## src/rtl/cneg_pkg.sv

```systemverilog
// rtl/cneg_pkg.sv - shared mode and FSM state encodings for the chunked conditional negator
package cneg_pkg;

    typedef enum logic [1:0] {
        MODE_PASS = 2'd0,
        MODE_ONES = 2'd1,
        MODE_TWOS = 2'd2,
        MODE_RSVD = 2'd3
    } mode_e;

    typedef enum logic [1:0] {
        ST_IDLE = 2'd0,
        ST_RUN  = 2'd1,
        ST_DONE = 2'd2
    } state_e;

    // A single-chunk configuration still needs a 1-bit index register.
    function automatic int idx_width(input int nchunk);
        return (nchunk > 1) ? $clog2(nchunk) : 1;
    endfunction

endpackage

```

## src/rtl/cond_negate_seq_if.sv

```systemverilog
// rtl/cond_negate_seq_if.sv - operand/result handshake bundle for cond_negate_seq
interface cond_negate_seq_if #(
    parameter int WIDTH = 32
) ();

    logic             in_valid;
    logic             in_ready;
    logic [WIDTH-1:0] in_data;
    logic [1:0]       mode;
    logic             out_valid;
    logic             out_ready;
    logic [WIDTH-1:0] out_data;
    logic             overflow;

    modport master (
        output in_valid, in_data, mode, out_ready,
        input  in_ready, out_valid, out_data, overflow
    );

    modport slave (
        input  in_valid, in_data, mode, out_ready,
        output in_ready, out_valid, out_data, overflow
    );

endinterface

```

## src/rtl/cneg_chunk.sv

```systemverilog
// rtl/cneg_chunk.sv - one CHUNK-bit slice of conditional invert plus carry-in
module cneg_chunk #(
    parameter int CHUNK = 8
) (
    input  logic [CHUNK-1:0] chunk,
    input  logic             inv,
    input  logic             cin,
    output logic [CHUNK-1:0] sum,
    output logic             cout
);

    logic [CHUNK:0] full;

    assign full = {1'b0, chunk ^ {CHUNK{inv}}} + {{CHUNK{1'b0}}, cin};
    assign sum  = full[CHUNK-1:0];
    assign cout = full[CHUNK];

endmodule

```

## src/rtl/cond_negate_seq.sv

```systemverilog
// rtl/cond_negate_seq.sv - multi-cycle pass/ones'/two's-complement negator, CHUNK bits per cycle
module cond_negate_seq
    import cneg_pkg::*;
#(
    parameter int WIDTH = 32,
    parameter int CHUNK = 8
) (
    input logic            clock,
    input logic            reset,
    cond_negate_seq_if.slave bus
);

    localparam int NCHUNK = WIDTH / CHUNK;
    localparam int IDXW   = idx_width(NCHUNK);
    localparam logic [IDXW-1:0]  LAST_IDX = IDXW'(NCHUNK - 1);
    localparam logic [WIDTH-1:0] MOST_NEG = {1'b1, {(WIDTH-1){1'b0}}};

    state_e           state_q;
    state_e           state_d;
    logic             accept;
    logic             step;

    logic [WIDTH-1:0] op_q;
    logic [WIDTH-1:0] res_q;
    logic             inv_q;
    logic             carry_q;
    logic             ovf_q;
    logic [IDXW-1:0]  idx_q;

    mode_e            mode_in;
    logic [CHUNK-1:0] op_chunk;
    logic [CHUNK-1:0] chunk_sum;
    logic             chunk_cout;

    assign mode_in = mode_e'(bus.mode);

    always_ff @(posedge clock) begin
        if (reset) begin
            state_q <= ST_IDLE;
        end else begin
            state_q <= state_d;
        end
    end

    always_comb begin
        state_d      = state_q;
        accept       = 1'b0;
        step         = 1'b0;
        bus.in_ready  = 1'b0;
        bus.out_valid = 1'b0;
        case (state_q)
            ST_IDLE: begin
                bus.in_ready = 1'b1;
                if (bus.in_valid) begin
                    accept  = 1'b1;
                    state_d = ST_RUN;
                end
            end
            ST_RUN: begin
                step = 1'b1;
                if (idx_q == LAST_IDX) begin
                    state_d = ST_DONE;
                end
            end
            ST_DONE: begin
                bus.out_valid = 1'b1;
                if (bus.out_ready) begin
                    state_d = ST_IDLE;
                end
            end
            default: state_d = ST_IDLE;
        endcase
    end

    // A single shared slice adder walks the operand; the carry register links consecutive chunks.
    assign op_chunk = op_q[int'(idx_q)*CHUNK +: CHUNK];

    cneg_chunk #(
        .CHUNK (CHUNK)
    ) u_chunk (
        .chunk (op_chunk),
        .inv   (inv_q),
        .cin   (carry_q),
        .sum   (chunk_sum),
        .cout  (chunk_cout)
    );

    always_ff @(posedge clock) begin
        if (reset) begin
            op_q    <= '0;
            res_q   <= '0;
            inv_q   <= 1'b0;
            carry_q <= 1'b0;
            ovf_q   <= 1'b0;
            idx_q   <= '0;
        end else if (accept) begin
            op_q    <= bus.in_data;
            inv_q   <= (mode_in == MODE_ONES) || (mode_in == MODE_TWOS);
            carry_q <= (mode_in == MODE_TWOS);
            ovf_q   <= (mode_in == MODE_TWOS) && (bus.in_data == MOST_NEG);
            idx_q   <= '0;
        end else if (step) begin
            res_q[int'(idx_q)*CHUNK +: CHUNK] <= chunk_sum;
            carry_q <= chunk_cout;
            idx_q   <= (idx_q == LAST_IDX) ? '0 : idx_q + IDXW'(1);
        end
    end

    assign bus.out_data = res_q;
    assign bus.overflow = ovf_q;

endmodule

```

## src/flat_wrapper.sv

```systemverilog
// flat-port wrapper written by rule: the top's interface ports become plain ports
module cond_negate_seq_flat import cneg_pkg::*;
#(
    parameter int WIDTH = 32,
    parameter int CHUNK = 8
)
  (clock, reset, bus_in_valid, bus_in_data, bus_mode, bus_out_ready, bus_in_ready, bus_out_valid, bus_out_data, bus_overflow);
  cond_negate_seq_if #(.WIDTH(WIDTH)) bus_i ();
  input logic clock;
  input logic reset;
  input wire logic [$bits(bus_i.in_valid)-1:0] bus_in_valid;
  input wire logic [$bits(bus_i.in_data)-1:0] bus_in_data;
  input wire logic [$bits(bus_i.mode)-1:0] bus_mode;
  input wire logic [$bits(bus_i.out_ready)-1:0] bus_out_ready;
  output wire logic [$bits(bus_i.in_ready)-1:0] bus_in_ready;
  output wire logic [$bits(bus_i.out_valid)-1:0] bus_out_valid;
  output wire logic [$bits(bus_i.out_data)-1:0] bus_out_data;
  output wire logic [$bits(bus_i.overflow)-1:0] bus_overflow;
  assign bus_i.in_valid = bus_in_valid;
  assign bus_i.in_data = bus_in_data;
  assign bus_i.mode = bus_mode;
  assign bus_i.out_ready = bus_out_ready;
  assign bus_in_ready = bus_i.in_ready;
  assign bus_out_valid = bus_i.out_valid;
  assign bus_out_data = bus_i.out_data;
  assign bus_overflow = bus_i.overflow;
  cond_negate_seq #(.WIDTH(WIDTH), .CHUNK(CHUNK)) u_core (.clock(clock), .reset(reset), .bus(bus_i));
endmodule
```

## config.mk

```make
export PLATFORM = sky130hd
export DESIGN_NAME = cond_negate_seq_flat
export DESIGN_NICKNAME = d
export VERILOG_FILES = /design/src/rtl/cneg_pkg.sv /design/src/rtl/cond_negate_seq_if.sv /design/src/rtl/cneg_chunk.sv /design/src/rtl/cond_negate_seq.sv /design/src/flat_wrapper.sv
export SDC_FILE = /design/constraint.sdc
export NUM_CORES = 1
export LEC_CHECK = 0
export CAP_MARGIN = 20
export CORE_ASPECT_RATIO = 1.75
export CORE_UTILIZATION = 45
export DETAILED_ROUTE_END_ITERATION = 8
export MAX_ROUTING_LAYER = met4
export PLACE_DENSITY_LB_ADDON = 0.08
export SYNTH_ARGS = -nofsm -noshare
export SYNTH_HDL_FRONTEND = slang
export SYNTH_SLANG_ARGS = --single-unit
```

## constraint.sdc

```tcl
create_clock -name clock -period 5 [get_ports clock]
set_input_delay 1.25 -clock clock [delete_from_list [all_inputs] [get_ports clock]]
set_output_delay 1.25 -clock clock [all_outputs]
set_load 0.02 [all_outputs]
```

; Yosys cells after proc, flatten, opt, wreduce, memory -nomap -nowiden
; Cells that the tools add are included.
[totals]
register_bits = 71
latch_bits = 0
ram_bits = 0
rom_bits = 0
inputBits = 38
output_inout_bits = 35
wordCells = 44
n_memories = 0
[classes]
addsub = 3
mul = 0
div_mod_pow = 0
order_cmp = 0
n_eq_ne = 9
shifts = 3
n_mux = 13
n_bitwise = 2
reduce_logical = 7
[ops]
columns = op, count
row1 = $neg A5 Y33, 1
row2 = $shift A8 B33 Y32 const A, 1
row3 = $shiftx A8 B33 Y32, 1
row4 = $bwmux W32, 1
row5 = $eq A32 B32 Y1 const B, 1
row6 = $shiftx A32 B6 Y8, 1
row7 = $add A8 B1 Y9, 1
row8 = $mux W2, 4
row9 = $xor A8 B8 Y8, 1
row10 = $mux W1, 7
row11 = $eq A2 B2 Y1 const B, 3
row12 = $pmux W2 S3, 1
row13 = $eq A2 B1 Y1 const B, 2
row14 = $ne A2 B2 Y1 const B, 2
row15 = $reduce_and A3 Y1, 1
row16 = $add A2 B1 Y2 const B, 1
row17 = $logic_not A2 Y1, 1
row18 = $ne A2 B1 Y1 const B, 1
row19 = $reduce_and A2 Y1, 1
row20 = $reduce_bool A2 Y1, 1
row21 = $reduce_or A2 Y1, 1
row22 = $logic_and A1 B1 Y1, 1
row23 = $logic_or A1 B1 Y1, 1
row24 = $not A1 Y1, 1

; Logic depth before layout (Yosys ltp)
; Gate-level depths: netlist of the first run.
[depth]
ltp_word = 5
depth_mapped = 11
depth_no_buf = 9

; By module
; A second synthesis of the first run with hierarchy kept.
[unflattened]
hier_cells = 392
area_unflattened_um2 = 3324.4
[modules_own_cells]
columns = module, instances, cells_each, area_per_inst_um2, seq_area_each_um2
row1 = cond_negate_seq, 1, 354, 3059.2, 1421.4
row2 = cneg_chunk, 1, 38, 265.3, 0.0

; Worst setup path after synthesis of the first run
; No wires, ideal clock.
[synth_timing]
kind = register to register
from = reg u_core.idx_q[0]
to = reg u_core.res_q[12], in the netlist u_core.bus.out_data[12]
setup_ns = 0.117
arrival_ns = 2.536
t_required_ns = 4.883
path_slack_ns = 2.347
path_stages_with_launch = 12
n_path_buf = 2
period_less_slack_ns = 2.653
cell_sequence = dfxtp_1 -> buf_6 -> buf_2 -> mux4_2 -> xor2_1 -> ha_1 -> ha_1 -> inv_1 -> o21ai_0 -> o21ai_0 -> xor2_1 -> a22o_1
[synth_between]
elab_chain_cells = 5
word_cells_on_any_way = 7
classes_between = add/sub: 2 / shift: 3 / mux: 1 / bitwise: 1
[synth_lines]
columns = item, line_no
row1 = "start, declared", cond_negate_seq.sv:28  ; logic [IDXW-1:0] idx_q;
row2 = "start signal, assigned", cond_negate_seq.sv:105  ; idx_q <= (idx_q == LAST_IDX) ? '0 : idx_q + IDXW'(1);
row3 = $shiftx A32 B6 Y8, cond_negate_seq.sv:76  ; assign op_chunk = op_q[int'(idx_q)*CHUNK +: CHUNK];
row4 = $xor A8 B8 Y8, cneg_chunk.sv:14  ; assign full = {1'b0, chunk ^ {CHUNK{inv}}} + {{CHUNK{1'b0}}, cin};
row5 = $add A8 B1 Y9, cneg_chunk.sv:14
row6 = $shiftx A8 B33 Y32, cond_negate_seq.sv:103  ; res_q[int'(idx_q)*CHUNK +: CHUNK] <= chunk_sum;
row7 = $bwmux W32 (*), cond_negate_seq.sv:103
row8 = "end signal, assigned by index", cond_negate_seq.sv:103
row9 = "end, declared", cond_negate_seq.sv:24  ; logic [WIDTH-1:0] res_q;
; Every way passes the cells marked *; elsewhere a longest branch is shown, timed or not.
; A chain may end at the register's enable or synchronous reset.

; Final worst setup path of the first run
[layout_timing]
from = in bus_mode[0]
to = reg u_core.ovf_q, in the netlist u_core.bus.overflow
[layout_between]
elab_chain_cells = 2
[layout_lines]
columns = item, line_no
row1 = "start, declared", flat_wrapper.sv:13  ; input wire logic [$bits(bus_i.mode)-1:0] bus_mode;
row2 = $eq A2 B2 Y1, cond_negate_seq.sv:100  ; ovf_q <= (mode_in == MODE_TWOS) && (bus.in_data == MOST_NEG);
row3 = $logic_and A1 B1 Y1, cond_negate_seq.sv:100
row4 = "end signal, assigned", cond_negate_seq.sv:100
row5 = "end, declared", cond_negate_seq.sv:27  ; logic ovf_q;
; No other way between the ends.

==> impl_metrics.toml, run 1 <==
[drt]
drt-vias-per-instance = 5.44
firstDrtPassIters = 4
drtAntennaViolNets = 0
routed_wl_mm = 7.81
drc = 0
routedWlPerCell_um = 15.3
vias = 2775
drtIter0Drc = 146

[timing]
skew_ns = 0.00402
finalSetupTns_ns = 0
tightest_slew_ns = 1.04
timing.hold.ws_ns = 0.453
period_minus_slack_ns = 3.07
rsz0062_at_grt = "false"
slew_viol_final = 0
setup_viol = 0
slew_headroom_pct = 30.7
fmaxAchievable_mhz = 326
finalHoldViolCount = 0
fin_crit_sh_pct = 61.4

[synth]
seq_area_frac_synth_pct = 44.8
synthesis.area_mm2 = 0.00318
ys_warn_count = 0
synthCells = 355
ys_types = 38
syn_area_per_cell_um2 = 8.95
synth_fp_nets = 402
ys_ff_latch = 71

[placed_design]
place.gp.congestion = 0.810
dp_hpwl_mm = 5.90
io_buffers = 72
dpl_cell_area_mm2 = 0.00393

[global_routing]
overflow = 0
grt_pass1_vias = 2625
grt_start_max_net_pins = 61
grt_pass1_wl_mm = 12.7
antenna_found_initial = 0
grt_usage_pct = 23.7

[critical_path]
worstPathMaxFanout = 2
endpoint_kind = "flop"
critPathKind = "in2reg"
start_kind = "input pin"
cp_data_required_time_ns = 5.25
worstPathArrival_ns = 3.32

[floorplan]
die_h_um = 113
dieWidth_um = 65.5
num_rows = 40
initial_core_util_pct = 46.3
core-area_mm2 = 0.00686
pin_count = 73
die-area_mm2 = 0.00741

[cells_and_area]
area_delta_synth_final_pct = 33.3
final_nets = 469
drive_gt1_share_pct = 5.40
antenna_cells = 0
fill_cells = 617
finalInstanceArea_mm2 = 0.00423
fin_util_pct = 61.7

[clock_network]
cts.repair.resized = 0
cts_buffer_depth = 2
cts_sinks = 71
postCtsHoldBufs = 0
insertion_delay_ns = 0.33
postCtsSetupRepairBufs = 0
tritoncts = "yes"
cts_buffers = 9
clk_pin_slew_ns = 0.05
h-tree-depth = 3
cts_root_buf = "clkbuf_16"

[outcome]
outcome = "complete, no violations"

[flow_run]
cap_violations = 0

[power_and_ir_drop]
power_per_cell_area_mw_per_mm2 = 324
ir_drop_mv = 0.262
p_leak_nw = 1.56

[worst_hold_path]
hold_class = "reg2reg"
## per-layer routing
| metal | vias up | wire length (µm) | global-route usage, % |
|---|---|---|---|
| met4 | 0 | 214 | 10.7 |
| li1 | 1385 | - | - |
| met1 | 1314 | 2810 | 23.2 |
| met2 | 62 | 4550 | 42.8 |
| met5 | - | 0 | - |
| met3 | 14 | 230 | 5.54 |
## final timing paths
path / startpoint / to / slack, ns / cells after the start
max: bus_mode[0] / u_core.bus.overflow / 1.93 / 7
min: u_core.op_q[6] / u_core.op_q[6] / 0.45 / 2
max reg2reg: u_core.idx_q[0] / u_core.bus.out_data[26] / 2.23 / 8
min reg2reg: u_core.op_q[6] / u_core.op_q[6] / 0.45 / 2
## worst max-delay path, cell delays in order
cell	delay, ns
clkdlybuf4s50_1	0.40
inv_1	0.06
ha_1	0.17
nor4b_1	0.47
nand4_1	0.21
or4_1	0.56
o21ai_0	0.19
## cells by family after synthesis
group	Yosys count	synth area share, %
xor gates and xnor gates	12	3.55
AOI/OAI and AO/OA	89	18.0
and+or+nand+nor	129	18.0
buffers and inverters	31	4.10
DFF	71	44.8
muxes	14	8.04
adders and majority gates	9	3.55
## registers in the layout (all words and copies together) (netlist names)
| name | cells |
|---|---|
| u_core.carry_q | 1 |
| u_core.bus.overflow | 1 |
| u_core.bus.out_data | 32 |
| u_core.idx_q | 2 |
| u_core.inv_q | 1 |
| u_core.state_q | 2 |
| u_core.op_q | 32 |
## cells in the final DEF, fill, tap and decap left out, types with 3 or more instances in the layout
cell type and count:
nor2_1 20, clkdlybuf4s50_1 71, a22o_1 16, a22oi_1 16, xor2_1 5, mux4_2 4, nand2_1 78, o21ai_0 10
a211oi_1 4, mux4_1 4, clkbuf_16 9, xnor2_1 6, ha_1 9, nor4_1 9, a21oi_1 38, nand4_1 4
mux2i_1 6, nor2b_1 7, clkbuf_8 3, inv_1 12, dfxtp_1 71, clkbuf_1 3
## stage by stage
| stage | setup WS (ns) | power (mW) | std cells |
|---|---|---|---|
| 4_1_cts | 1.96 | 1.38 | 509 |
| 6_report | 1.93 | 1.37 | 510 |
| 3_5_place_dp | 1.61 | 0.791 | 494 |
| 2_1_floorplan | 2.35 | 0.720 | 355 |
| 5_1_grt | 1.90 | 1.43 | 510 |
| 3_3_place_gp | 1.64 | 0.788 | 494 |
## where the power goes
group / switching [mW] / total, mW / leakage, nW / internal [mW]
logic: 0.0934 / 0.175 / 0.842 / 0.0813
registers: 0.0192 / 0.606 / 0.578 / 0.587
clock network: 0.214 / 0.588 / 0.136 / 0.374
## layout make-up
type	count	area (µm²)	area share (%)
multi-input combinational	253	1620	38.4
sequential	71	1420	33.6
timing repair buffer	75	758	17.9
clock buffer	15	278	6.56
tap	84	105	2.48
inverter	12	45.0	1.06
## cells in the mapped netlist, drive strengths merged
| cell | instances | share of area, % |
|---|---|---|
| a21o | 1 | 0.24 |
| o21bai | 1 | 0.24 |
| buf | 7 | 1.3 |
| nor4b | 2 | 0.55 |
| ha | 9 | 3.5 |
| or4 | 1 | 0.24 |
| nand3b | 1 | 0.24 |
| or2 | 1 | 0.20 |
| mux4 | 8 | 6.1 |
| nor4 | 9 | 1.8 |
| o211ai | 2 | 0.63 |
| nor2b | 7 | 1.4 |
| a22o | 16 | 4.4 |
| o21ai | 11 | 1.7 |
| clkbuf | 12 | 1.4 |
| nand2b | 1 | 0.20 |
| mux2i | 6 | 1.9 |
| nand2 | 78 | 9.2 |
| xnor2 | 7 | 2.2 |
| xor2 | 5 | 1.4 |
| nor3 | 2 | 0.32 |
| nor2 | 20 | 2.4 |
| inv | 12 | 1.4 |
| nand4b | 1 | 0.28 |
| a211oi | 4 | 0.95 |
| a22oi | 16 | 3.8 |
| and2 | 1 | 0.20 |
| dfxtp | 71 | 45 |
| or4b | 1 | 0.32 |
| nand4 | 4 | 0.79 |
| a21oi | 38 | 6.0 |
(Power assumes the default switching activity.)
==> run 2: changes to the inputs <==
==> constraint.sdc (replaced) <==
create_clock -name clock -period 3 [get_ports clock]
set_input_delay 0.75 -clock clock [delete_from_list [all_inputs] [get_ports clock]]
set_output_delay 0.75 -clock clock [all_outputs]
set_load 0.02 [all_outputs]
==> run 2 against run 1 <==
Effect of this change:
- clock-buffer cell count fell by 2
- global-route usage grew 1.1 points
- total power grew 72%
- sequential share of layout area is 0.59 points lower
- setup slack got worse by 1.4 ns
- clock skew barely moved
- critical path depth unchanged
- non-clock buffer count increased by 9
- core utilization grew 1.1 points
- combinational power increased by 76%
==> impl_metrics.toml, run 2 (synthesis results as in run 1) <==
[outcome]
outcome = "complete, no violations"

[power_and_ir_drop]
power_mw = 2.36
power_per_cell_area_mw_per_mm2 = 547
p_leak_nw = 1.60
ir_drop_mv = 0.519

[drt]
vias = 2863
routed_wl_mm = 8.28
drtIter0Drc = 159
routedWlPerCell_um = 15.9
drc = 0
drtAntennaViolNets = 0
firstDrtPassIters = 4
drt-vias-per-instance = 5.51

[clock_network]
postCtsSetupRepairBufs = 0
h-tree-depth = 3
clk_pin_slew_ns = 0.05
cts_sinks = 71
tritoncts = "yes"
cts_buffer_depth = 2
postCtsHoldBufs = 0
cts.repair.resized = 0
cts_root_buf = "clkbuf_16"
insertion_delay_ns = 0.33
cts_buffers = 9

[global_routing]
grt_pass1_vias = 2794
grt_pass1_wl_mm = 13.3
grt_start_max_net_pins = 60
overflow = 0
grt_usage_pct = 24.9
antenna_found_initial = 0

[floorplan]
initial_core_util_pct = 46.3
num_rows = 40
die_h_um = 113
die-area_mm2 = 0.00741
pin_count = 73
dieWidth_um = 65.5
core-area_mm2 = 0.00686

[flow_run]
cap_violations = 0

[critical_path]
start_kind = "input pin"
cp_data_required_time_ns = 3.26
worstPathArrival_ns = 2.77
endpoint_kind = "flop"
critPathKind = "in2reg"
worstPathMaxFanout = 2

[cells_and_area]
multi_input_area_mm2 = 0.00162
seqCellArea_mm2 = 0.00142
drive_gt1_share_pct = 7.57
antenna_cells = 0
layout_common_cells = "78 x nand2_1, 71 x clkdlybuf4s50_1, 71 x dfxtp_1"
fill_cells = 630
area_delta_synth_final_pct = 35.6
finalInstanceArea_mm2 = 0.00431
final_nets = 478
mostFrequentLayoutCell = "nand2_1"

[placed_design]
dp_hpwl_mm = 6.26
place.gp.congestion = 0.807
io_buffers = 72
dpl_cell_area_mm2 = 0.00401
post-place-ws_ns = 0.158

[timing]
setup_viol = 0
layout_setup_ws_ns = 0.492
finalSetupTns_ns = 0
fmaxAchievable_mhz = 399
fin_crit_sh_pct = 83.6
slew_viol_final = 0
tightest_slew_ns = 0.664
rsz0062_at_grt = "false"
skew_ns = 0.00371
slew_headroom_pct = 55.1
timing.hold.ws_ns = 0.455
period_minus_slack_ns = 2.51
finalHoldViolCount = 0

[worst_hold_path]
hold_class = "reg2reg"
run 2: final timing paths:
kind              startpoint                 endpoint  slack (ns)  depth (start not counted)
min reg2reg  u_core.op_q[16]          u_core.op_q[16]        0.45                          2
max              bus_mode[0]      u_core.bus.overflow        0.49                          7
min          u_core.op_q[16]          u_core.op_q[16]        0.45                          2
max reg2reg  u_core.idx_q[0]  u_core.bus.out_data[28]        0.52                          9
run 2: per-stage QoR:
step | cells | util [%]
6_report | 520 | 62.8
5_1_grt | 520 | 62.8
4_1_cts | 520 | 62.8
3_5_place_dp | 504 | 58.5
3_3_place_gp | 504 | 58.5
2_1_floorplan | 355 | -
run 2: routing by layer:
metal | wire (µm) | vias to the layer above | part of all wire [%] | global-route usage, %
met5 | 0 | - | 0 | -
met4 | 260 | 0 | 3.1 | 11.3
met3 | 204 | 18 | 2.5 | 4.54
met2 | 4890 | 59 | 59 | 47.5
met1 | 2930 | 1380 | 35 | 22.7
li1 | - | 1406 | - | -
run 2: cell type report:
type	instances	area share [%]
well taps	84	2.44
inverters	12	1.05
flip-flops and latches	71	33.0
repair buffers	84	19.0
clock inverters	3	0.988
clock buffers	13	5.81
multi-input cells	253	37.7
run 2: worst max-delay path, stage by stage:
cell	delay (ns)
clkdlybuf4s50_1	0.40
inv_1	0.06
ha_1	0.16
nor4b_1	0.56
nand4_1	0.21
or4_1	0.49
o21ai_0	0.14
run 2: report_power, final:
part           internal (mW)  total (mW)  switching [mW]
Clock                  0.665        1.04           0.378
Combinational          0.140       0.308           0.168
Sequential             0.978        1.00          0.0257
Total                   1.78        2.36           0.572
==> run 3: changes to the inputs <==
==> constraint.sdc (replaced) <==
create_clock -name clock -period 2.28 [get_ports clock]
set_input_delay 0.57 -clock clock [delete_from_list [all_inputs] [get_ports clock]]
set_output_delay 0.57 -clock clock [all_outputs]
set_load 0.02 [all_outputs]
==> run 3 against run 2 <==
Effect of this change:
- clock power rose by 33%
- final cell count increased by 2.9%
- non-clock buffer count grew 15
- critical path type is now reg2reg
- largest power group unchanged
- highest routed layer unchanged
==> impl_metrics.toml, run 3 (synthesis results as in run 1) <==
[outcome]
outcome = "complete, no violations"

[clock_network]
tritoncts = "yes"
cts_buffers = 9
clk_pin_slew_ns = 0.06
h-tree-depth = 3
insertion_delay_ns = 0.34
cts_root_buf = "clkbuf_16"
cts_sinks = 71
cts_buffer_depth = 2

[cells_and_area]
fin_util_pct = 65.8
drive_gt1_share_pct = 14.0
final_nets = 493
area_delta_synth_final_pct = 42.0
antenna_cells = 0
mostFrequentLayoutCell = "nand2_1"
finalInstanceArea_mm2 = 0.00451
layout_common_cells = "78 x nand2_1, 71 x clkdlybuf4s50_1, 70 x dfxtp_1"
fill_cells = 554

[critical_path]
worstPathMaxFanout = 8
crit_path_top_delay_cell = "mux4_1"
endpoint_kind = "flop"
critPathMaxStageDelay_ns = 0.65
cp_cell_sequence = "buf_12, mux4_1, a211oi_1, o211ai_2, xnor2_2, a22o_1"
critPathKind = "reg2reg"
worstPathArrival_ns = 2.42
cp_data_required_time_ns = 2.51
start_kind = "flop"

[timing]
tightest_slew_ns = 0.505
setup_viol = 0
fmaxAchievable_mhz = 456
skew_ns = 0.00444
slew_headroom_pct = 66.3
layout_setup_ws_ns = 0.0887
fin_crit_sh_pct = 96.1
period_minus_slack_ns = 2.19
finalSetupTns_ns = 0
finalHoldViolCount = 0
slew_viol_final = 0

[power_and_ir_drop]
p_leak_nw = 1.71
ir_drop_mv = 0.550
power_per_cell_area_mw_per_mm2 = 699
power_mw = 3.15

[drt]
routed_wl_mm = 8.47
firstDrtPassIters = 5
drtIter0Drc = 171
routedWlPerCell_um = 15.8
drtAntennaViolNets = 0
drt-vias-per-instance = 5.39
vias = 2886
drc = 0

[global_routing]
grt_pass1_vias = 2867
overflow = 0
grt_pass1_wl_mm = 13.7
grt_usage_pct = 25.6
grt_start_max_net_pins = 35
antenna_found_initial = 0

[placed_design]
io_buffers = 72
dpl_cell_area_mm2 = 0.00415
dp_hpwl_mm = 6.40
place.gp.congestion = 0.807
post-place-ws_ns = 0.0143

[floorplan]
num_rows = 40
die-area_mm2 = 0.00741
dieWidth_um = 65.5
pin_count = 73
initial_core_util_pct = 46.3
core-area_mm2 = 0.00686
die_h_um = 113

[flow_run]
cap_violations = 0

[worst_hold_path]
hold_class = "reg2reg"
run 3: layout make-up:
class | count | area (µm²) | share of cell area (%)
Inverter | 12 | 45.0 | 0.999
Multi-Input combinational cell | 253 | 1690 | 37.4
Clock inverter | 4 | 45.0 | 0.999
Timing Repair Buffer | 99 | 956 | 21.2
Clock buffer | 12 | 246 | 5.46
Sequential cell | 71 | 1430 | 31.6
Tap cell | 84 | 105 | 2.33
run 3: worst paths after layout:
kind | start | depth (start not counted) | slack, ns | to
worst max register to register | u_core.idx_q[0] | 6 | 0.09 | u_core.bus.out_data[7]
worst min-delay path | u_core.bus.out_data[22] | 2 | 0.45 | u_core.bus.out_data[22]
worst min register to register | u_core.bus.out_data[22] | 2 | 0.45 | u_core.bus.out_data[22]
worst max-delay path | u_core.idx_q[0] | 6 | 0.09 | u_core.bus.out_data[7]
run 3: per-stage QoR:
step	hold slack [ns]	cells
CTS	0.454	533
detailed placement	0.446	517
floorplan	0.432	355
global route	0.477	535
finish	0.451	535
global placement	0.436	517
run 3: where the power goes:
group	switching [mW]	internal, mW	leakage [nW]
clock	0.506	0.870	0.146
combinational	0.233	0.219	0.988
sequential	0.0380	1.29	0.579
run 3: metal layers:
metal  vias up  wire, µm  track usage (%)
met5         -         0                -
met4         0       382             15.1
met3        22       254             4.84
met2        71      4880             46.5
met1      1357      2960             24.1
li1       1436         -                -
run 3: repair_timing:
item,in CTS,in global routing
setup endpoints to repair,7,22
gates resized for setup,3,9
buffers inserted,0,2
pin swaps,1,2
hold buffers,0,0
run 3: worst max-delay path: cells and delay by family, from the launching register on:
kind / cells / cell delay [ns]
buffers and inverters: 1 / 0.13
AO/OA/AOI/OAI: 3 / 0.74
XOR/XNOR: 1 / 0.19
flip-flops: 1 / 0.37
multiplexers: 1 / 0.65
